### src/rtl/mprj_pwr_seq.sv
// Power sequencer for the two user-project supply domains: synchronizes and debounces the
// logic-high indicators, then steps clock enable, reset and interface enables in a fixed order.
module mprj_pwr_seq #(
    parameter int unsigned DEBOUNCE_CYCLES = 16,
    parameter int unsigned STEP_CYCLES     = 4,
    parameter int unsigned TIMEOUT_CYCLES  = 1024
) (
    input  logic       wb_clk_i,
    input  logic       wb_rst_i,
    input  logic       mprj_vdd_logic1,
    input  logic       mprj2_vdd_logic1,
    input  logic       seq_en_i,
    input  logic       fault_clr_i,
    output logic       user1_vcc_powergood,
    output logic       user2_vcc_powergood,
    output logic       user_clk_ena,
    output logic       user_rst_o,
    output logic       mprj_iena_wb,
    output logic       la_iena,
    output logic       seq_busy,
    output logic       seq_fault,
    output logic [2:0] seq_state
);

    localparam int unsigned DW = $clog2(DEBOUNCE_CYCLES + 1);
    localparam int unsigned SW = $clog2(STEP_CYCLES + 1);
    localparam int unsigned TW = $clog2(TIMEOUT_CYCLES + 1);

    localparam logic [DW-1:0] DebMax   = DW'(DEBOUNCE_CYCLES);
    localparam logic [SW-1:0] StepLoad = SW'(STEP_CYCLES - 1);
    localparam logic [TW-1:0] TmoMax   = TW'(TIMEOUT_CYCLES - 1);

    typedef enum logic [2:0] {
        StOff      = 3'd0,
        StWaitPg   = 3'd1,
        StClkOn    = 3'd2,
        StRstRel   = 3'd3,
        StRun      = 3'd4,
        StShutdown = 3'd5,
        StFault    = 3'd6
    } state_e;

    state_e          state_q, state_d;
    logic [1:0]      meta_q, sync_q;
    logic [DW-1:0]   deb_cnt_q [2];
    logic [SW-1:0]   step_cnt_q;
    logic [TW-1:0]   tmo_cnt_q;
    logic            pg_all;
    logic            step_entry;

    // Index 0 is domain 1, index 1 is domain 2.
    always_ff @(posedge wb_clk_i) begin
        if (wb_rst_i) begin
            meta_q       <= '0;
            sync_q       <= '0;
            deb_cnt_q[0] <= '0;
            deb_cnt_q[1] <= '0;
        end else begin
            meta_q <= {mprj2_vdd_logic1, mprj_vdd_logic1};
            sync_q <= meta_q;
            for (int i = 0; i < 2; i++) begin
                if (!sync_q[i]) begin
                    deb_cnt_q[i] <= '0;
                end else if (deb_cnt_q[i] != DebMax) begin
                    deb_cnt_q[i] <= deb_cnt_q[i] + DW'(1);
                end
            end
        end
    end

    assign user1_vcc_powergood = (deb_cnt_q[0] == DebMax);
    assign user2_vcc_powergood = (deb_cnt_q[1] == DebMax);
    assign pg_all              = user1_vcc_powergood & user2_vcc_powergood;

    always_comb begin
        state_d = state_q;
        case (state_q)
            StOff: begin
                if (seq_en_i) state_d = StWaitPg;
            end
            StWaitPg: begin
                if (!seq_en_i)                state_d = StOff;
                else if (pg_all)              state_d = StClkOn;
                else if (tmo_cnt_q == TmoMax) state_d = StFault;
            end
            StClkOn: begin
                if (!pg_all)                 state_d = StFault;
                else if (!seq_en_i)          state_d = StShutdown;
                else if (step_cnt_q == '0)   state_d = StRstRel;
            end
            StRstRel: begin
                if (!pg_all)                 state_d = StFault;
                else if (!seq_en_i)          state_d = StShutdown;
                else if (step_cnt_q == '0)   state_d = StRun;
            end
            StRun: begin
                if (!pg_all)                 state_d = StFault;
                else if (!seq_en_i)          state_d = StShutdown;
            end
            StShutdown: begin
                // Supply loss wins over a normal step expiry.
                if (!pg_all)                 state_d = StFault;
                else if (step_cnt_q == '0)   state_d = StOff;
            end
            StFault: begin
                if (fault_clr_i && !seq_en_i) state_d = StOff;
            end
            default: state_d = StOff;
        endcase
    end

    assign step_entry = (state_d != state_q) &&
                        (state_d == StClkOn || state_d == StRstRel || state_d == StShutdown);

    always_ff @(posedge wb_clk_i) begin
        if (wb_rst_i) begin
            state_q    <= StOff;
            step_cnt_q <= '0;
            tmo_cnt_q  <= '0;
        end else begin
            state_q <= state_d;
            if (step_entry) begin
                step_cnt_q <= StepLoad;
            end else if (step_cnt_q != '0) begin
                step_cnt_q <= step_cnt_q - SW'(1);
            end
            if (state_d == StWaitPg && state_q != StWaitPg) begin
                tmo_cnt_q <= '0;
            end else if (state_q == StWaitPg) begin
                tmo_cnt_q <= tmo_cnt_q + TW'(1);
            end
        end
    end

    always_comb begin
        user_clk_ena = 1'b0;
        user_rst_o   = 1'b1;
        mprj_iena_wb = 1'b0;
        la_iena      = 1'b0;
        seq_busy     = 1'b0;
        seq_fault    = 1'b0;
        case (state_q)
            StWaitPg: seq_busy = 1'b1;
            StClkOn: begin
                user_clk_ena = 1'b1;
                seq_busy     = 1'b1;
            end
            StRstRel: begin
                user_clk_ena = 1'b1;
                user_rst_o   = 1'b0;
                seq_busy     = 1'b1;
            end
            StRun: begin
                user_clk_ena = 1'b1;
                user_rst_o   = 1'b0;
                mprj_iena_wb = 1'b1;
                la_iena      = 1'b1;
            end
            StShutdown: begin
                user_clk_ena = 1'b1;
                seq_busy     = 1'b1;
            end
            StFault: seq_fault = 1'b1;
            default: ;
        endcase
    end

    assign seq_state = state_q;

endmodule

### config.mk
export PLATFORM = sky130hd
export DESIGN_NAME = mprj_pwr_seq
export DESIGN_NICKNAME = d
export VERILOG_FILES = /design/src/rtl/mprj_pwr_seq.sv
export SDC_FILE = /design/constraint.sdc
export NUM_CORES = 1
export LEC_CHECK = 0
export CAP_MARGIN = 15
export CORE_MARGIN = 4
export CORE_UTILIZATION = 60
export CTS_CLUSTER_DIAMETER = 60
export DETAILED_ROUTE_END_ITERATION = 7
export GPL_TIMING_DRIVEN = 1
export PLACE_DENSITY = 0.83
export SYNTH_ARGS = -nofsm -noshare
export SYNTH_HDL_FRONTEND = slang
export SYNTH_SLANG_ARGS = --single-unit
### constraint.sdc
create_clock -name wb_clk_i -period 3 [get_ports wb_clk_i]
set_clock_uncertainty 0.1 [all_clocks]
set_input_delay 0.45 -clock wb_clk_i [delete_from_list [all_inputs] [get_ports wb_clk_i]]
set_output_delay 0.45 -clock wb_clk_i [all_outputs]
set_load 0.01 [all_outputs]
* Yosys cells after proc, flatten, opt, wreduce, memory -nomap -nowiden
Memories as Yosys holds them, arrays and structs flattened.
Cells that the tools add are included.
** Operators by class
- Add/sub/neg operators :: 4
- Equal/unequal tests :: 17
- Muxes and demuxes :: 43
- Bitwise operators :: 5
- Reduce and logical (&&, ||, !) cells :: 15
** Operators by type and width (number)
- $mux 3 :: 15
- $mux 1 :: 21
- $pmux 3 s7 :: 1
- $mux 5 :: 4
- $eq 3x2->1 const B :: 4
- $eq 3x3->1 const B :: 4
- $add 11x1->11 const B :: 1
- $eq 11x10->1 const B :: 1
- $add 5x1->5 const B :: 2
- $eq 5x5->1 const B :: 2
- $ne 5x5->1 const B :: 2
- $reduce_or 4->1 :: 2
- $eq 3x1->1 const B :: 2
- $logic_not 3->1 :: 2
- $reduce_or 2->1 :: 3
- $mux 2 :: 2
- $or 1x1->1 :: 4
- $logic_and 1x1->1 :: 3
- $ne 3x1->1 const B :: 1
- $ne 3x3->1 :: 1
- $reduce_bool 3->1 :: 1
- $sub 3x1->3 const B :: 1
- $logic_or 1x1->1 :: 2
- $reduce_bool 2->1 :: 1
- other kinds (2) :: 2
** Storage, ports and cells
- Bits in registers :: 21
- RAM bits :: 10
- Input bits :: 6
- Output and inout port bits :: 11
- Logic and storage cells :: 91
- Memories :: 1
** Memories
- deb_cnt_q :: depth 2, width 5, rd ports 2, clocked after Yosys merged registers in 0, wr ports 2, line 45 : logic [DW-1:0] deb_cnt_q [2];

* Depth between registers and ports, before layout
An unclocked memory read counts as a cell.
- Depth in word-level cells :: 11
- Depth in mapped cells :: 8
- Depth with buffers taken out :: 8

* Worst setup path before layout
No wires, ideal clock.
- Path type :: register to register
- Start point :: memory deb_cnt_q[1][0] (netlist name)
- End point :: register step_cnt_q[2]
- Setup time :: 115 ps
- Data arrival time :: 1842 ps
- Data required time :: 2785 ps
- Path slack :: 943 ps
- Cell stages (with the launch flop) :: 9
- Buffers on the path :: 0
- Period minus slack after synthesis :: 2057 ps
- Cell sequence :: edfxtp_1 -> inv_1 -> ha_1 -> and4bb_4 -> and2_1 -> nor3b_1 -> o21a_1 -> a2111o_1 -> and3_1
** RTL lines
- start: declaration :: line 45
- end signal: assignment :: line 123 : step_cnt_q <= StepLoad;
- end signal: assignment :: line 125 : step_cnt_q <= step_cnt_q - SW'(1);
- end: declaration :: line 46 : logic [SW-1:0] step_cnt_q;

* Worst setup path in the final report
- Start point :: register state_q[1] (netlist: seq_state[1])
- End point :: output port user_rst_o
** Between the ends
- Cells in the longest elaborated chain, start to end :: 3
- Elaborated cells on any way between the ends :: 4
- Those cells by class :: 2 x eq/ne; 1 x mux; 1 x reduce/logical
** Ends and longest elaborated chain
- start: declaration :: line 43 : state_e state_q, state_d;
- start signal: assignment :: line 117 : state_q <= StOff;
- start signal: assignment :: line 121 : state_q <= state_d;
- $eq 3x2->1 or $eq 3x3->1 (tied branches) :: line 142 : case (state_q)
- $reduce_or 2->1 (no source line) (*)
- $mux 1 (*) :: line 142
- end: declaration :: line 17 : output logic user_rst_o,
Mark *: on every way between the ends. The rest lies on a longest branch, timed or not.

==> summary.txt <==
Clock network
  • Postcts setup bufs: 0
  • Root Driver: clkbuf_4
  • Cts hold-fix bufs: 0
  • CTS H-Tree Depth: 2
  • Inserted Clock Buffers: 5
  • Clock sink count: 31
  • Clk slew on worst S/H paths: 0.09 ns
  • TritonCTS clock tree: yes
  • Worst skew pair latency: approximately 0.33 ns
  • Clock Tree Buf Depth: 2
  • CTS resizes: 0

Worst setup path
  • WS Path Type: flop to output port
  • Crit. End Element: output port
  • CP startpoint kind: flop
  • Crit path arrival time: approximately 2 ns
  • Worst reg-to-reg path cell count: 7
  • Worst-path fanout max: 12
  • Critical Path RT: 2.45 ns

Synthesis
  • Synth area leaders: dfxtp_1, edfxtp_1, nor2_1
  • Post-Syn Instances: roughly 180
  • Syn nets: between 150 and 200
  • Synthesized area per cell: between 9 and 10 sq um
  • Count of distinct cell types in the synthesized netlist: 43
  • Synth area leader: dfxtp_1
  • Post-synth EDFFs: 10
  • Top-area cell type share of the netlist area: 24.2%
  • Yosys reg bits: 31
  • Ys flop type: dfxtp_1
  • Yosys warns: 0
  • Netlist Area Pre-Place: between 1500 and 2000 sq um
  • Sequential cell area fraction in the yosys report: between 40% and 50%
  • Post-synthesis async set-or-reset flop share: 0%

STA
  • Unrepaired setup endpoints after global routing: false
  • # setup viols final: 0
  • Setup TNS: 0 ns
  • Final min period: 2.58 ns
  • Fmax achieved: roughly 390 MHz
  • Setup ws final: about 0.42 ns
  • Pins Over Slew Limit: 0
  • Final Hold Viols: 0
  • Worst slew pin tran: about 0.53 ns
  • Worst rel slew slack: between 60 and 70%
  • Final worst path period share: 86.0%

Routing
  • # DRC: 0
  • WL final: between 2000 and 3000 um
  • Post-route ant nets: 0
  • Vias: 1235
  • Initial DRC Count: 33
  • Drt pass-1 iters: 4
  • Via/cell ratio: approximately 5.4
  • DR WL/cell: between 10 and 15 um

Hold path
  • Min-Delay Path Class: flop to flop
  • Worst Hold Path Cells: 1

Finish
  • Fill count: around 210
  • Area taken by multi-input logic gates: ~900 sq um
  • Area added between synthesis and finish: 10.1%
  • Most frequent cells in the layout: nor2_1, dfxtp_1, clkdlybuf4s50_1
  • Design Area, Final: 1920 sq um
  • Reg area: between 700 and 800 sq um
  • Number of diodes: 0
  • Share of cells above drive strength 1: 7.58%
  • Commonest non-fill, non-tap cell in the layout: nor2_1
  • NumNets Final: between 200 and 250

Place
  • RePlAce Congestion: 0.871
  • Port Buf Inserts: 16
  • Setup WS pre-CTS: between 0.5 and 0.6 ns
  • DP Wirelength: roughly 2200 um
  • Placed cell area: approximately 1800 sq um

Pwr
  • VDD IR max: ~510 uV
  • Pwr dens: slightly below 700 nW/um^2
  • Static Leakage: ~0.74 nW
  • Total power: around 1.3 mW

GRT
  • Remaining Overflow, GRT: 0
  • GR Util All Layers: between 10% and 20%
  • Largest net degree at the start of global routing: 19
  • Initial antenna violation count: 0
  • Vias in the first global route: about 1200
  • First-pass GRT wire length: ~5200 um

Floorplan
  • Rows: 19
  • Die area: 3820 sq um
  • Core area: about 2800 sq um
  • Die span in y: around 60 um
  • Die X: between 60 and 70 um
  • Starting Density: a little over three fifths
  • Number of I/O pins: 17

Status
  • Outcome: finished clean

Run
  • Max-cap violations: 0
[synth_stat cells, types with 3 or more instances]
cell,count
dfxtp_1,21
and2_1,3
nor2b_1,11
nand2b_1,3
nand2_1,12
nand3_1,6
inv_1,13
xor2_1,9
nand4_1,4
nor2_1,26
ha_1,7
a31oi_1,3
o21ai_0,3
edfxtp_1,10
a21oi_1,5
xnor2_1,9
nor3_1,3
[area by class of cell]
| type | count | share of cell area (%) |
|---|---|---|
| Sequential cell | 31 | 37.6 |
| Multi-Input combinational cell | 130 | 45.7 |
| Tap cell | 31 | 2.02 |
| Timing Repair Buffer | 16 | 8.36 |
| Clock inverter | 1 | 0.327 |
| Inverter | 13 | 2.55 |
| Clock buffer | 7 | 3.40 |
[where the power goes]
group / switching (mW) / internal, mW / leakage (nW) / total [mW]
sequential: 0.0784 / 0.476 / 0.294 / 0.554
clock: 0.141 / 0.137 / 0.0418 / 0.279
combinational: 0.241 / 0.248 / 0.401 / 0.489
[cell families after synthesis]
group | Yosys count | synth area share [%]
AO/OA/AOI/OAI | 20 | 7.63
XOR/XNOR | 18 | 9.07
adder cells (fa/ha/maj) | 7 | 5.04
buffers and inverters | 20 | 8.20
flip-flops | 31 | 41.4
multiplexers | 2 | 1.15
AND/OR/NAND/NOR | 83 | 27.5
[critical path, cell delays in order, from the launching register on]
cell and delay [ns]:
dfxtp_1 0.57, and2b_1 0.27, nor2b_1 0.16, a21oi_1 0.14, clkdlybuf4s50_1 0.55
[flip-flops by register name, summed over array words and instances (netlist names)]
signal      flops
deb_cnt_q      10
meta_q          2
seq_state       3
step_cnt_q      3
sync_q          2
tmo_cnt_q      11
[layer usage]
layer / track usage [%] / wire length [um] / up-vias
li1: - / - / 641
met1: 19.6 / 1220 / 571
met2: 34.2 / 1550 / 16
met3: 5.99 / 109 / 7
met4: 7.27 / 51 / 0
met5: 0 / 0 / -
[metrics by stage]
step                      cells  util [%]  hold WS, ns
after floorplan             181         -        0.314
after global placement      221      66.9        0.321
after detailed placement    221      66.9        0.329
after CTS                   229      69.5        0.350
after global routing        229      69.5        0.367
final                       229      69.5        0.344
[worst paths after layout]
kind	start	end	slack (ns)
hold reg to reg	meta_q[0]	sync_q[0]	0.34
setup / recovery	seq_state[1]	user_rst_o	0.42
setup reg to reg	tmo_cnt_q[0]	step_cnt_q[2]	0.66
hold / removal	meta_q[0]	sync_q[0]	0.34
Power figures use the tool's default switching activity.
==> patch: new RTL, config.mk and constraints unchanged <==
The parameter `DEBOUNCE_CYCLES` goes from 16 to 64.
--- a/src/rtl/mprj_pwr_seq.sv
+++ b/src/rtl/mprj_pwr_seq.sv
@@ -3,3 +3,3 @@
 module mprj_pwr_seq #(
-    parameter int unsigned DEBOUNCE_CYCLES = 16,
+    parameter int unsigned DEBOUNCE_CYCLES = 64,
     parameter int unsigned STEP_CYCLES     = 4,
Check against the original RTL: no difference found for any inputs over 10 cycles, from zero or initial values and one cycle with wb_rst_i high; that may be too few to reach the edited logic, so the function may still have changed.
==> patch against the unedited design <==
Critical path depth up 1; sequential cell count up 4; synthesized area up 8.4%; worst setup slack worse by 0.10 ns; first-iteration DRC count rose to 3.8 times the old value; routed wire length up 20%; clock power up 12%; die area up 7.3%; global-route usage up 0.96 points; design area up 12%; largest cell class unchanged; total power down 9.1%.
==> patch: results (changes against the unedited design) <==
Status -> finished, final reports clean (unchanged)
Vias post-DR -> 1,444 (was 1,235)
EDFF count, synth -> 14 (was 10)
Top delay family on crit path -> buffers and inverters (was flip-flops)
Worst-path fanout max -> 5 (was 12)
Post-Syn Nets -> 211 (was 194)
Crit path from -> deb_cnt_q[1][0] (was seq_state[1])
Slew @ Worst Pin -> 0.754 ns (was 0.528 ns)
Final setup margin -> 0.316 ns (was 0.420 ns)
Setup crit end -> user2_vcc_powergood (was user_rst_o)
Crit path max-delay cell type -> clkdlybuf4s50_1 (was dfxtp_1)
Largest net degree at the start of global routing -> 17 (was 19)
Dpl cells -> 249 (was 221)
Dpl hpwl -> 2710 um (was 2160 um)
Worst EP arrival -> 2.13 ns (was 2.03 ns)
FF-to-FF path depth -> 9 (was 7)
Commonest cells post-synth -> nor2_1 (31), dfxtp_1 (21), edfxtp_1 (14), xor2_1 (14), nand3_1 (12) (was nor2_1 (26), dfxtp_1 (21), inv_1 (13))
DR iter-0 viols -> 125 (was 33)
Post-cts sizing count -> 0 (unchanged)
P_leak -> 0.812 nW (was 0.737 nW)
Biggest regs -> deb_cnt_q: 14 flops, tmo_cnt_q: 11 flops (was tmo_cnt_q: 11 flops, deb_cnt_q: 10 flops)
Tot GR Track Use -> 19.6% (was 18.6%)
First-pass GRT wire length -> 6460 um (was 5190 um)
Sequential share of the synthesized area -> 44.6% (was 41.4%)
Fillers -> 233 (was 214)
Routability cong. -> 0.856 (was 0.871)
Synth area leaders -> dfxtp_1 (22%), edfxtp_1 (22%), xor2_1 (6.5%) (was dfxtp_1 (24%), edfxtp_1 (17%), nor2_1 (5.6%))
Maximum VDD drop -> 0.437 mV (was 0.512 mV)
Dpl cell area -> 2060 um2 (was 1840 um2)
Internal reg-to-reg setup slack -> 0.64 ns (was 0.66 ns)
Vias in the first global route -> 1,463 (was 1,207)
patch: changes by cell type after synthesis, moves of 3 or more:
cell	change
clkbuf_1	+5
nand2_1	-3
nand3_1	+6
inv_1	-4
xor2_1	+5
nand3b_1	+3
a21o_1	+3
edfxtp_1	+4
nor2_1	+5
patch: layout make-up:
cell class,count,area (um2),area share [%]
Inverter,9,33.8,1.58
Clock buffer,7,76.3,3.56
Timing Repair Buffer,16,160,7.48
Sequential cell,35,841,39.3
Clock inverter,1,5.00,0.234
Multi-Input combinational cell,145,971,45.3
Tap cell,44,55.1,2.57
patch: worst min path at each step:
stage / cells after the start / slack, ns / from / end
floorplan: 1 / 0.31 / meta_q[0] / sync_q[0]
global placement: 1 / 0.32 / meta_q[1] / sync_q[1]
detailed placement: 1 / 0.34 / meta_q[0] / sync_q[0]
CTS: 1 / 0.36 / meta_q[0] / sync_q[0]
global route: 1 / 0.38 / meta_q[1] / sync_q[1]
finish: 1 / 0.36 / meta_q[1] / sync_q[1]
patch: cells by family (layout without fill, tap and decap cells):
family                     after synthesis  after routing  synth area share (%)
buffers and inverters                   18             33                  3.92
muxes                                    3              3                  1.66
and+or+nand+nor                         90             90                  26.2
xor gates and xnor gates                21             21                  9.75
AOI/OAI and AO/OA                       24             24                  9.22
DFF                                     35             35                  44.6
adders and majority gates                7              7                  4.64
patch: where the power goes:
group | internal [mW] | switching, mW
sequential | 0.522 | 0.0328
clock | 0.164 | 0.148
combinational | 0.167 | 0.168
total | 0.852 | 0.349
patch: routing by layer:
metal | global-route usage (%) | wire [um] | vias to the layer above
met5 | 0 | 0 | -
met4 | 5.12 | 27 | 0
li1 | - | - | 715
met1 | 22.9 | 1520 | 682
met2 | 35.4 | 1810 | 43
met3 | 4.92 | 175 | 4
